==> src/rtl/jk_mon_pkg.sv <==
// Shared definitions for the JK latch monitor: FSM encoding, JK input codes,
// settle counter width and the JK next-state helper.
package jk_mon_pkg;

  typedef enum logic [1:0] {
    ST_INIT   = 2'd0,
    ST_SETTLE = 2'd1,
    ST_CHECK  = 2'd2,
    ST_RACE   = 2'd3
  } state_t;

  localparam logic [1:0] JK_HOLD   = 2'b00;
  localparam logic [1:0] JK_RESET  = 2'b01;
  localparam logic [1:0] JK_SET    = 2'b10;
  localparam logic [1:0] JK_TOGGLE = 2'b11;

  localparam int SETTLE_W = 8;

  // Latch value predicted by the JK truth table; toggle is handled by the FSM
  function automatic logic jk_next(input logic [1:0] jk, input logic cur);
    case (jk)
      JK_SET:   jk_next = 1'b1;
      JK_RESET: jk_next = 1'b0;
      default:  jk_next = cur;
    endcase
  endfunction

endpackage

==> src/rtl/jk_mon_if.sv <==
// Observation bus between a JK latch (plus its driver) and the monitor.
// master: drives the latch pins and reads results; slave: the monitor.
interface jk_mon_if #(
  parameter int CNT_W = 16
);
  logic             J;
  logic             K;
  logic             Q;
  logic             QB;
  logic             chk_valid;
  logic             err_compl;
  logic             err_state;
  logic             osc_det;
  logic [CNT_W-1:0] err_count;

  modport master (
    output J, K, Q, QB,
    input  chk_valid, err_compl, err_state, osc_det, err_count
  );

  modport slave (
    input  J, K, Q, QB,
    output chk_valid, err_compl, err_state, osc_det, err_count
  );
endinterface

==> src/rtl/sync_2ff.sv <==
// Two-flop synchroniser for one asynchronous bit, resets to 0.
module sync_2ff (
  input  logic clk,
  input  logic rst_n,
  input  logic d,
  output logic q
);
  logic meta;

  // Plain two-stage shift toward the clk domain
  always_ff @(posedge clk or negedge rst_n) begin
    if (!rst_n) begin
      meta <= 1'b0;
      q    <= 1'b0;
    end else begin
      meta <= d;
      q    <= meta;
    end
  end
endmodule

==> src/rtl/jk_latch_monitor.sv <==
// Clocked observer of a JK latch: samples J/K/Q/QB, predicts Q from the JK
// truth table, flags non-complement and wrong-state outputs, detects J=K=1
// race oscillation.
// Build option: JK_MON_SYNC_EN selects 2-flop synchronisers on every input
// (board use); without it each input gets one register stage (sim only).
module jk_latch_monitor
  import jk_mon_pkg::*;
#(
  parameter int SETTLE_CYC = 4,
  parameter int OSC_THRESH = 3,
  parameter int CNT_W      = 16
) (
  input  logic     clk,
  input  logic     rst_n,
  jk_mon_if.slave  bus
);

  localparam logic [SETTLE_W-1:0] SETTLE_LD = SETTLE_W'(SETTLE_CYC);
  localparam logic [SETTLE_W-1:0] INIT_LAST = SETTLE_W'(SETTLE_CYC - 1);
  localparam logic [SETTLE_W-1:0] OSC_LIM   = SETTLE_W'(OSC_THRESH);

  logic [3:0] raw, smp;
  assign raw = {bus.J, bus.K, bus.Q, bus.QB};

`ifdef JK_MON_SYNC_EN
  for (genvar i = 0; i < 4; i++) begin : g_sync
    sync_2ff u_sync (
      .clk   (clk),
      .rst_n (rst_n),
      .d     (raw[i]),
      .q     (smp[i])
    );
  end
`else
  // Single capture stage; only safe when the latch model is clk-aligned
  always_ff @(posedge clk or negedge rst_n) begin
    if (!rst_n) smp <= '0;
    else        smp <= raw;
  end
`endif

  logic [1:0] jk;
  logic       qs, qbs;
  assign jk  = smp[3:2];
  assign qs  = smp[1];
  assign qbs = smp[0];

  state_t              state;
  logic                exp_q;
  logic [SETTLE_W-1:0] settle_cnt;
  logic [SETTLE_W-1:0] race_cnt;
  logic [1:0]          jk_prev;
  logic                qs_prev;
  logic                from_race;
  logic                chk_valid_q, err_compl_q, err_state_q, osc_q;
  logic [CNT_W-1:0]    cnt_q;

  logic jk_chg, compl_bad, state_bad;
  assign jk_chg    = (jk != jk_prev);
  assign compl_bad = (qs == qbs);
  assign state_bad = (qs != exp_q);

  // Monitor FSM with expected-Q tracking, settle/race counters and outputs
  always_ff @(posedge clk or negedge rst_n) begin
    if (!rst_n) begin
      state       <= ST_INIT;
      exp_q       <= 1'b0;
      settle_cnt  <= '0;
      race_cnt    <= '0;
      jk_prev     <= JK_HOLD;
      qs_prev     <= 1'b0;
      from_race   <= 1'b0;
      chk_valid_q <= 1'b0;
      err_compl_q <= 1'b0;
      err_state_q <= 1'b0;
      osc_q       <= 1'b0;
      cnt_q       <= '0;
    end else begin
      jk_prev     <= jk;
      qs_prev     <= qs;
      err_compl_q <= 1'b0;
      err_state_q <= 1'b0;
      case (state)
        // Wait for a stable complementary pair before trusting Q
        ST_INIT: begin
          if (qs != qbs) begin
            if (settle_cnt == INIT_LAST) begin
              settle_cnt <= '0;
              if (jk == JK_TOGGLE) begin
                state    <= ST_RACE;
                race_cnt <= '0;
              end else begin
                state       <= ST_CHECK;
                exp_q       <= qs;
                chk_valid_q <= 1'b1;
              end
            end else begin
              settle_cnt <= settle_cnt + 1'b1;
            end
          end else begin
            settle_cnt <= '0;
          end
        end
        ST_SETTLE: begin
          if (jk_chg) begin
            settle_cnt <= SETTLE_LD;
          end else if (settle_cnt == '0) begin
            if (jk == JK_TOGGLE) begin
              state    <= ST_RACE;
              race_cnt <= '0;
            end else begin
              state       <= ST_CHECK;
              chk_valid_q <= 1'b1;
              from_race   <= 1'b0;
              // After a race the held value is arbitrary: adopt it
              exp_q       <= (from_race && jk == JK_HOLD) ? qs : jk_next(jk, exp_q);
            end
          end else begin
            settle_cnt <= settle_cnt - 1'b1;
          end
        end
        ST_CHECK: begin
          if (jk_chg) begin
            state       <= ST_SETTLE;
            settle_cnt  <= SETTLE_LD;
            chk_valid_q <= 1'b0;
          end else begin
            exp_q <= jk_next(jk, exp_q);
            if (compl_bad || state_bad) begin
              err_compl_q <= compl_bad;
              err_state_q <= !compl_bad;
              if (!(&cnt_q)) cnt_q <= cnt_q + 1'b1;
            end
          end
        end
        ST_RACE: begin
          if (jk_chg) begin
            state      <= ST_SETTLE;
            settle_cnt <= SETTLE_LD;
            from_race  <= 1'b1;
          end else if (qs != qs_prev && race_cnt != OSC_LIM) begin
            race_cnt <= race_cnt + 1'b1;
            if (race_cnt == OSC_LIM - 1'b1) osc_q <= 1'b1;
          end
        end
        default: state <= ST_INIT;
      endcase
    end
  end

  assign bus.chk_valid = chk_valid_q;
  assign bus.err_compl = err_compl_q;
  assign bus.err_state = err_state_q;
  assign bus.osc_det   = osc_q;
  assign bus.err_count = cnt_q;

endmodule
==> src/flat_wrapper.sv <==
// flat-port wrapper written by rule: the top's interface ports become plain ports
module jk_latch_monitor_flat import jk_mon_pkg::*;
#(
  parameter int SETTLE_CYC = 4,
  parameter int OSC_THRESH = 3,
  parameter int CNT_W      = 16
)
  (clk, rst_n, bus_J, bus_K, bus_Q, bus_QB, bus_chk_valid, bus_err_compl, bus_err_state, bus_osc_det, bus_err_count);
  jk_mon_if #(.CNT_W(CNT_W)) bus_i ();
  input  logic clk;
  input  logic rst_n;
  input wire logic [$bits(bus_i.J)-1:0] bus_J;
  input wire logic [$bits(bus_i.K)-1:0] bus_K;
  input wire logic [$bits(bus_i.Q)-1:0] bus_Q;
  input wire logic [$bits(bus_i.QB)-1:0] bus_QB;
  output wire logic [$bits(bus_i.chk_valid)-1:0] bus_chk_valid;
  output wire logic [$bits(bus_i.err_compl)-1:0] bus_err_compl;
  output wire logic [$bits(bus_i.err_state)-1:0] bus_err_state;
  output wire logic [$bits(bus_i.osc_det)-1:0] bus_osc_det;
  output wire logic [$bits(bus_i.err_count)-1:0] bus_err_count;
  assign bus_i.J = bus_J;
  assign bus_i.K = bus_K;
  assign bus_i.Q = bus_Q;
  assign bus_i.QB = bus_QB;
  assign bus_chk_valid = bus_i.chk_valid;
  assign bus_err_compl = bus_i.err_compl;
  assign bus_err_state = bus_i.err_state;
  assign bus_osc_det = bus_i.osc_det;
  assign bus_err_count = bus_i.err_count;
  jk_latch_monitor #(.SETTLE_CYC(SETTLE_CYC), .OSC_THRESH(OSC_THRESH), .CNT_W(CNT_W)) u_core (.clk(clk), .rst_n(rst_n), .bus(bus_i));
endmodule
==> config.mk <==
export PLATFORM = sky130hd
export DESIGN_NAME = jk_latch_monitor_flat
export DESIGN_NICKNAME = d
export VERILOG_FILES = /design/src/rtl/jk_mon_pkg.sv /design/src/rtl/jk_mon_if.sv /design/src/rtl/sync_2ff.sv /design/src/rtl/jk_latch_monitor.sv /design/src/flat_wrapper.sv
export SDC_FILE = /design/constraint.sdc
export NUM_CORES = 1
export LEC_CHECK = 0
export CAP_MARGIN = 5
export CORE_MARGIN = 2
export CORE_UTILIZATION = 50
export CTS_CLUSTER_SIZE = 20
export DETAILED_ROUTE_END_ITERATION = 8
export GPL_ROUTABILITY_DRIVEN = 0
export GPL_TIMING_DRIVEN = 0
export HOLD_SLACK_MARGIN = 0.05
export PLACE_DENSITY = 0.78
export SLEW_MARGIN = 40
export SYNTH_ARGS = -nofsm -noshare
export SYNTH_HDL_FRONTEND = slang
export SYNTH_HIERARCHICAL = 1
export SYNTH_SLANG_ARGS = --single-unit
export TNS_END_PERCENT = 100
==> constraint.sdc <==
create_clock -name clk -period 2.95 [get_ports clk]
set_clock_uncertainty 0.15 [all_clocks]
set_input_delay 0.59 -clock clk [delete_from_list [all_inputs] [get_ports clk]]
set_output_delay 0.59 -clock clk [all_outputs]
set_load 0.02 [all_outputs]
==> flow_summary_export.csv <==
group,metric,value,unit
sta,timing_max_transition_violations_final,0,
power,power.leakage,1.37,nW
sta,fin_crit,2.74,ns
synth,synth_top_area_share,42.9,%
synth,netlist.top_cell.by_area,"dfrtp_1",
critical_path,worst-r2r-setup-slack,0.21,ns
min_path,worstHoldPathType,"reg2reg",
synth,synth_compound_area_share,15.9,%
power,swShare,39.3,%
clock_network,cts_inserted_buffers,5,
critical_path,critical_path.startpoint_type,"flip-flop",
power,design_power_total,2.43,mW
synth,synth_edf_count,0,
sta,fmaxAchievable,365,MHz
layout,sequential_cell_area,1180,µm²
floorplan,dieWidth,78.0,µm
drt,routed_via_density,5.87,
sta,maxSlewHeadroom,51.1,%
synth,post_synth_and_or_nand_nor_area_fraction,20.2,%
sta,worst_hold_slack,0.232,ns
floorplan,core,5200,µm²
synth,post_synth_xor_area_fraction,7.99,%
synth,main_flop_type_after_synthesis,"dfrtp_1",
layout,utilization,62.0,%
sta,final.period_utilization,92.9,%
floorplan,std_cell_rows,26,
synth,synth_cells,282,
power,ir_worst_vdd,0.502,mV
drt,drt-initial-drc-count,218,
sta,fin_tns_setup,0,ns
global_route,via_count_of_the_first_global_routing_pass,2237,
sta,finalHoldViolCount,0,
layout,final-instance-count-excl-fill,387,
global_route,grt_first_pass_wirelength,10200,µm
synth,synthTopCellsByCount,"dfrtp_1, nor2_1, nand2_1, xnor2_1, nand3_1",
layout,fillers,448,
layout,final_layout_size_suffix_gt1_share,7.89,%
layout,design.final.nets,336,
sta,setup_viol,0,
placement,dp_worst_setup_slack,0.344,ns
clock_network,cts_root_buf,"clkbuf_8",
global_route,global_route_congestion_overflow_total,0,
synth,synthAdderAreaFrac,6.40,%
floorplan,die_area,6090,µm²
layout,areaGrowthSynthToFinish,17.8,%
floorplan,io_pins,26,
synth,syn-mean-instance-area,9.71,µm²
sta,rsz0062_at_grt,"false",
synth,postSynth.asyncResetShare,100,%
critical_path,ff2ff_path_depth,8,
critical_path,crit_path_arrival_time,2.80,ns
synth,post_synth_num_cell_types,52,
flow_run,number_of_maximum_capacitance_constraint_violations,0,
drt,vias,2270,
critical_path,critPathMaxFanout,10,
drt,final_antenna_net_count,0,
layout,final_area,3230,µm²
clock_network,cts.reportedPaths.clkPinSlew,0.09,ns
power,power_frac_seq,35.6,%
power,comb_power_share,43.7,%
power,cellInternalPower,1.48,mW
critical_path,crit_type,"reg2reg",
sta,worstMarginPinSlew,0.732,ns
floorplan,start_util,52.6,%
critical_path,reg2reg_to,"u_core/settle_cnt[4]",
critical_path,timing.critical_path.required,3.01,ns
clock_network,clock_sinks,47,
clock_network,post_cts_resized,0,
placement,port_buffers,25,
synth,synth_seq_area_share,42.9,%
clock_network,max-clock-path-buffers,2,
synth,synth.yosys.warnings,6,
critical_path,regToRegStartpoint,"u_core/settle_cnt[1]",
floorplan,die_h,78.0,µm
clock_network,clock_tree.htree_level_count,2,
synth,synth.mux.area_fraction,2.38,%
drt,routed_wl,5810,µm
layout,antenna_diode_count,0,
placement,dp_hpwl,4130,µm
global_route,groute.usage.overall,20.9,%
global_route,grt_start_max_net_pins,45,
power,p_per_area,753,nW/µm²
drt,wire_length_per_cell_after_detailed_routing,15.0,µm
clock_network,cts_tree,"done",
sta,fin_ws,0.208,ns
placement,place_inst,378,
critical_path,endpoint,"u_core/settle_cnt[4]",
power,clock_power_share,20.7,%
synth,post_synth_instance_area,2740,µm²
status,run_status,"finished clean",
placement,postPlaceCellArea,3090,µm²
critical_path,cp-startpoint,"u_core/settle_cnt[1]",
drt,number_of_drc_violations_after_detailed_routing,0,
synth,synth_top_family_by_area,"simple AND/OR/NAND/NOR gates",
critical_path,setup.worst_path.end_class,"flip-flop",
synth,register_bit_count_reported_by_yosys,47,
power,switching_power,955,µW
synth,synth.net_count,302,
drt,drt_pre_antenna_iters,4,
synth,yosysMostFrequentCell,"dfrtp_1",
global_route,antenna_violations_before_repair,0,
layout,multi_input_comb_area,1450,µm²
clock_network,clock_latency,0.30,ns
synth,yosys-top-cells-area,"dfrtp_1, ha_1, xnor2_1, nand3_1, nor2_1",
-- logic make-up (layout without fill, tap and decap cells) --
kind of cell    count (synthesis)  after routing
compound gates                 60             60
flops                          47             47
xor+xnor                       25             25
mux                             6              6
simple gates                  104            104
buf+inv                        26             61
fa+ha+maj                      14             14
-- area by class of cell --
cell class / instances / share of cell area [%]
Tap cell: 70 / 2.72
Buffer: 12 / 1.94
Clock buffer: 6 / 2.56
Sequential cell: 47 / 36.5
Timing Repair Buffer: 27 / 8.61
Multi-Input combinational cell: 209 / 44.9
Clock inverter: 2 / 1.20
Inverter: 14 / 1.63
-- layout by cell type (no fill, tap or decap), types with 3 or more instances in the layout --
master,n
or4_1,4
clkbuf_8,6
clkbuf_1,7
xnor2_1,18
o21ai_0,10
a21oi_1,14
ha_1,14
xor2_1,7
nand4_1,11
inv_1,14
nand3_1,17
o31ai_1,6
nand2_1,18
and3_1,6
a31oi_1,3
nor3b_1,3
o22ai_1,4
and4_1,3
mux2_2,4
a41o_1,3
or3_1,3
nor3_1,7
dfrtp_1,47
clkdlybuf4s50_1,24
nor2_1,20
-- power by group through the flow --
stage | sequential, mW | clock [mW] | combinational (mW)
CTS | 0.867 | 0.518 | 1.05
global route | 0.889 | 0.546 | 1.18
detailed placement | 0.880 | 0 | 1.04
floorplan | 0.894 | 0 | 0.740
global placement | 0.874 | 0 | 1.01
finish | 0.866 | 0.502 | 1.06
-- sequential cells by signal, indices dropped and copies added (netlist names), 2 cells and up --
| signal | cells |
|---|---|
| u_core/race_cnt | 8 |
| u_core/jk_prev | 2 |
| u_core/smp | 4 |
| u_core/state | 2 |
| u_core/bus.err_count | 16 |
| u_core/settle_cnt | 8 |
-- routing by layer --
| layer | GRT usage (%) | vias to the layer above | wire [µm] |
|---|---|---|---|
| met2 | 33.6 | 65 | 2670 |
| li1 | - | 1091 | - |
| met1 | 28.0 | 1102 | 2710 |
| met4 | 7.89 | 0 | 129 |
| met5 | 0 | - | 0 |
| met3 | 4.14 | 12 | 293 |
-- worst max-delay path: stages, from the launching register on --
cell and delay (ns):
dfrtp_1 0.47, inv_1 0.13, ha_1 0.15, nor4b_1 0.46, nand3_1 0.14, a21oi_1 0.50, clkbuf_1 0.39, o21ai_0 0.16
o31ai_1 0.09
-- how the worst min path moves through the flow --
| stage | start | endpoint | cells after the start |
|---|---|---|---|
| finish | u_core/smp[1] | u_core/qs_prev | 0 |
| global route | u_core/smp[1] | u_core/qs_prev | 0 |
| CTS | u_core/smp[1] | u_core/qs_prev | 0 |
| detailed placement | u_core/smp[1] | u_core/qs_prev | 0 |
| global placement | u_core/smp[1] | u_core/qs_prev | 0 |
| floorplan | rst_n | u_core/bus.chk_valid | 0 |
-- repair_timing --
| item | in CTS | in global routing |
|---|---|---|
| hold buffers | 1 | 0 |
| hold endpoints to repair | 3 | 0 |
| setup buffers | 0 | 0 |
Power figures use the tool's default switching activity.
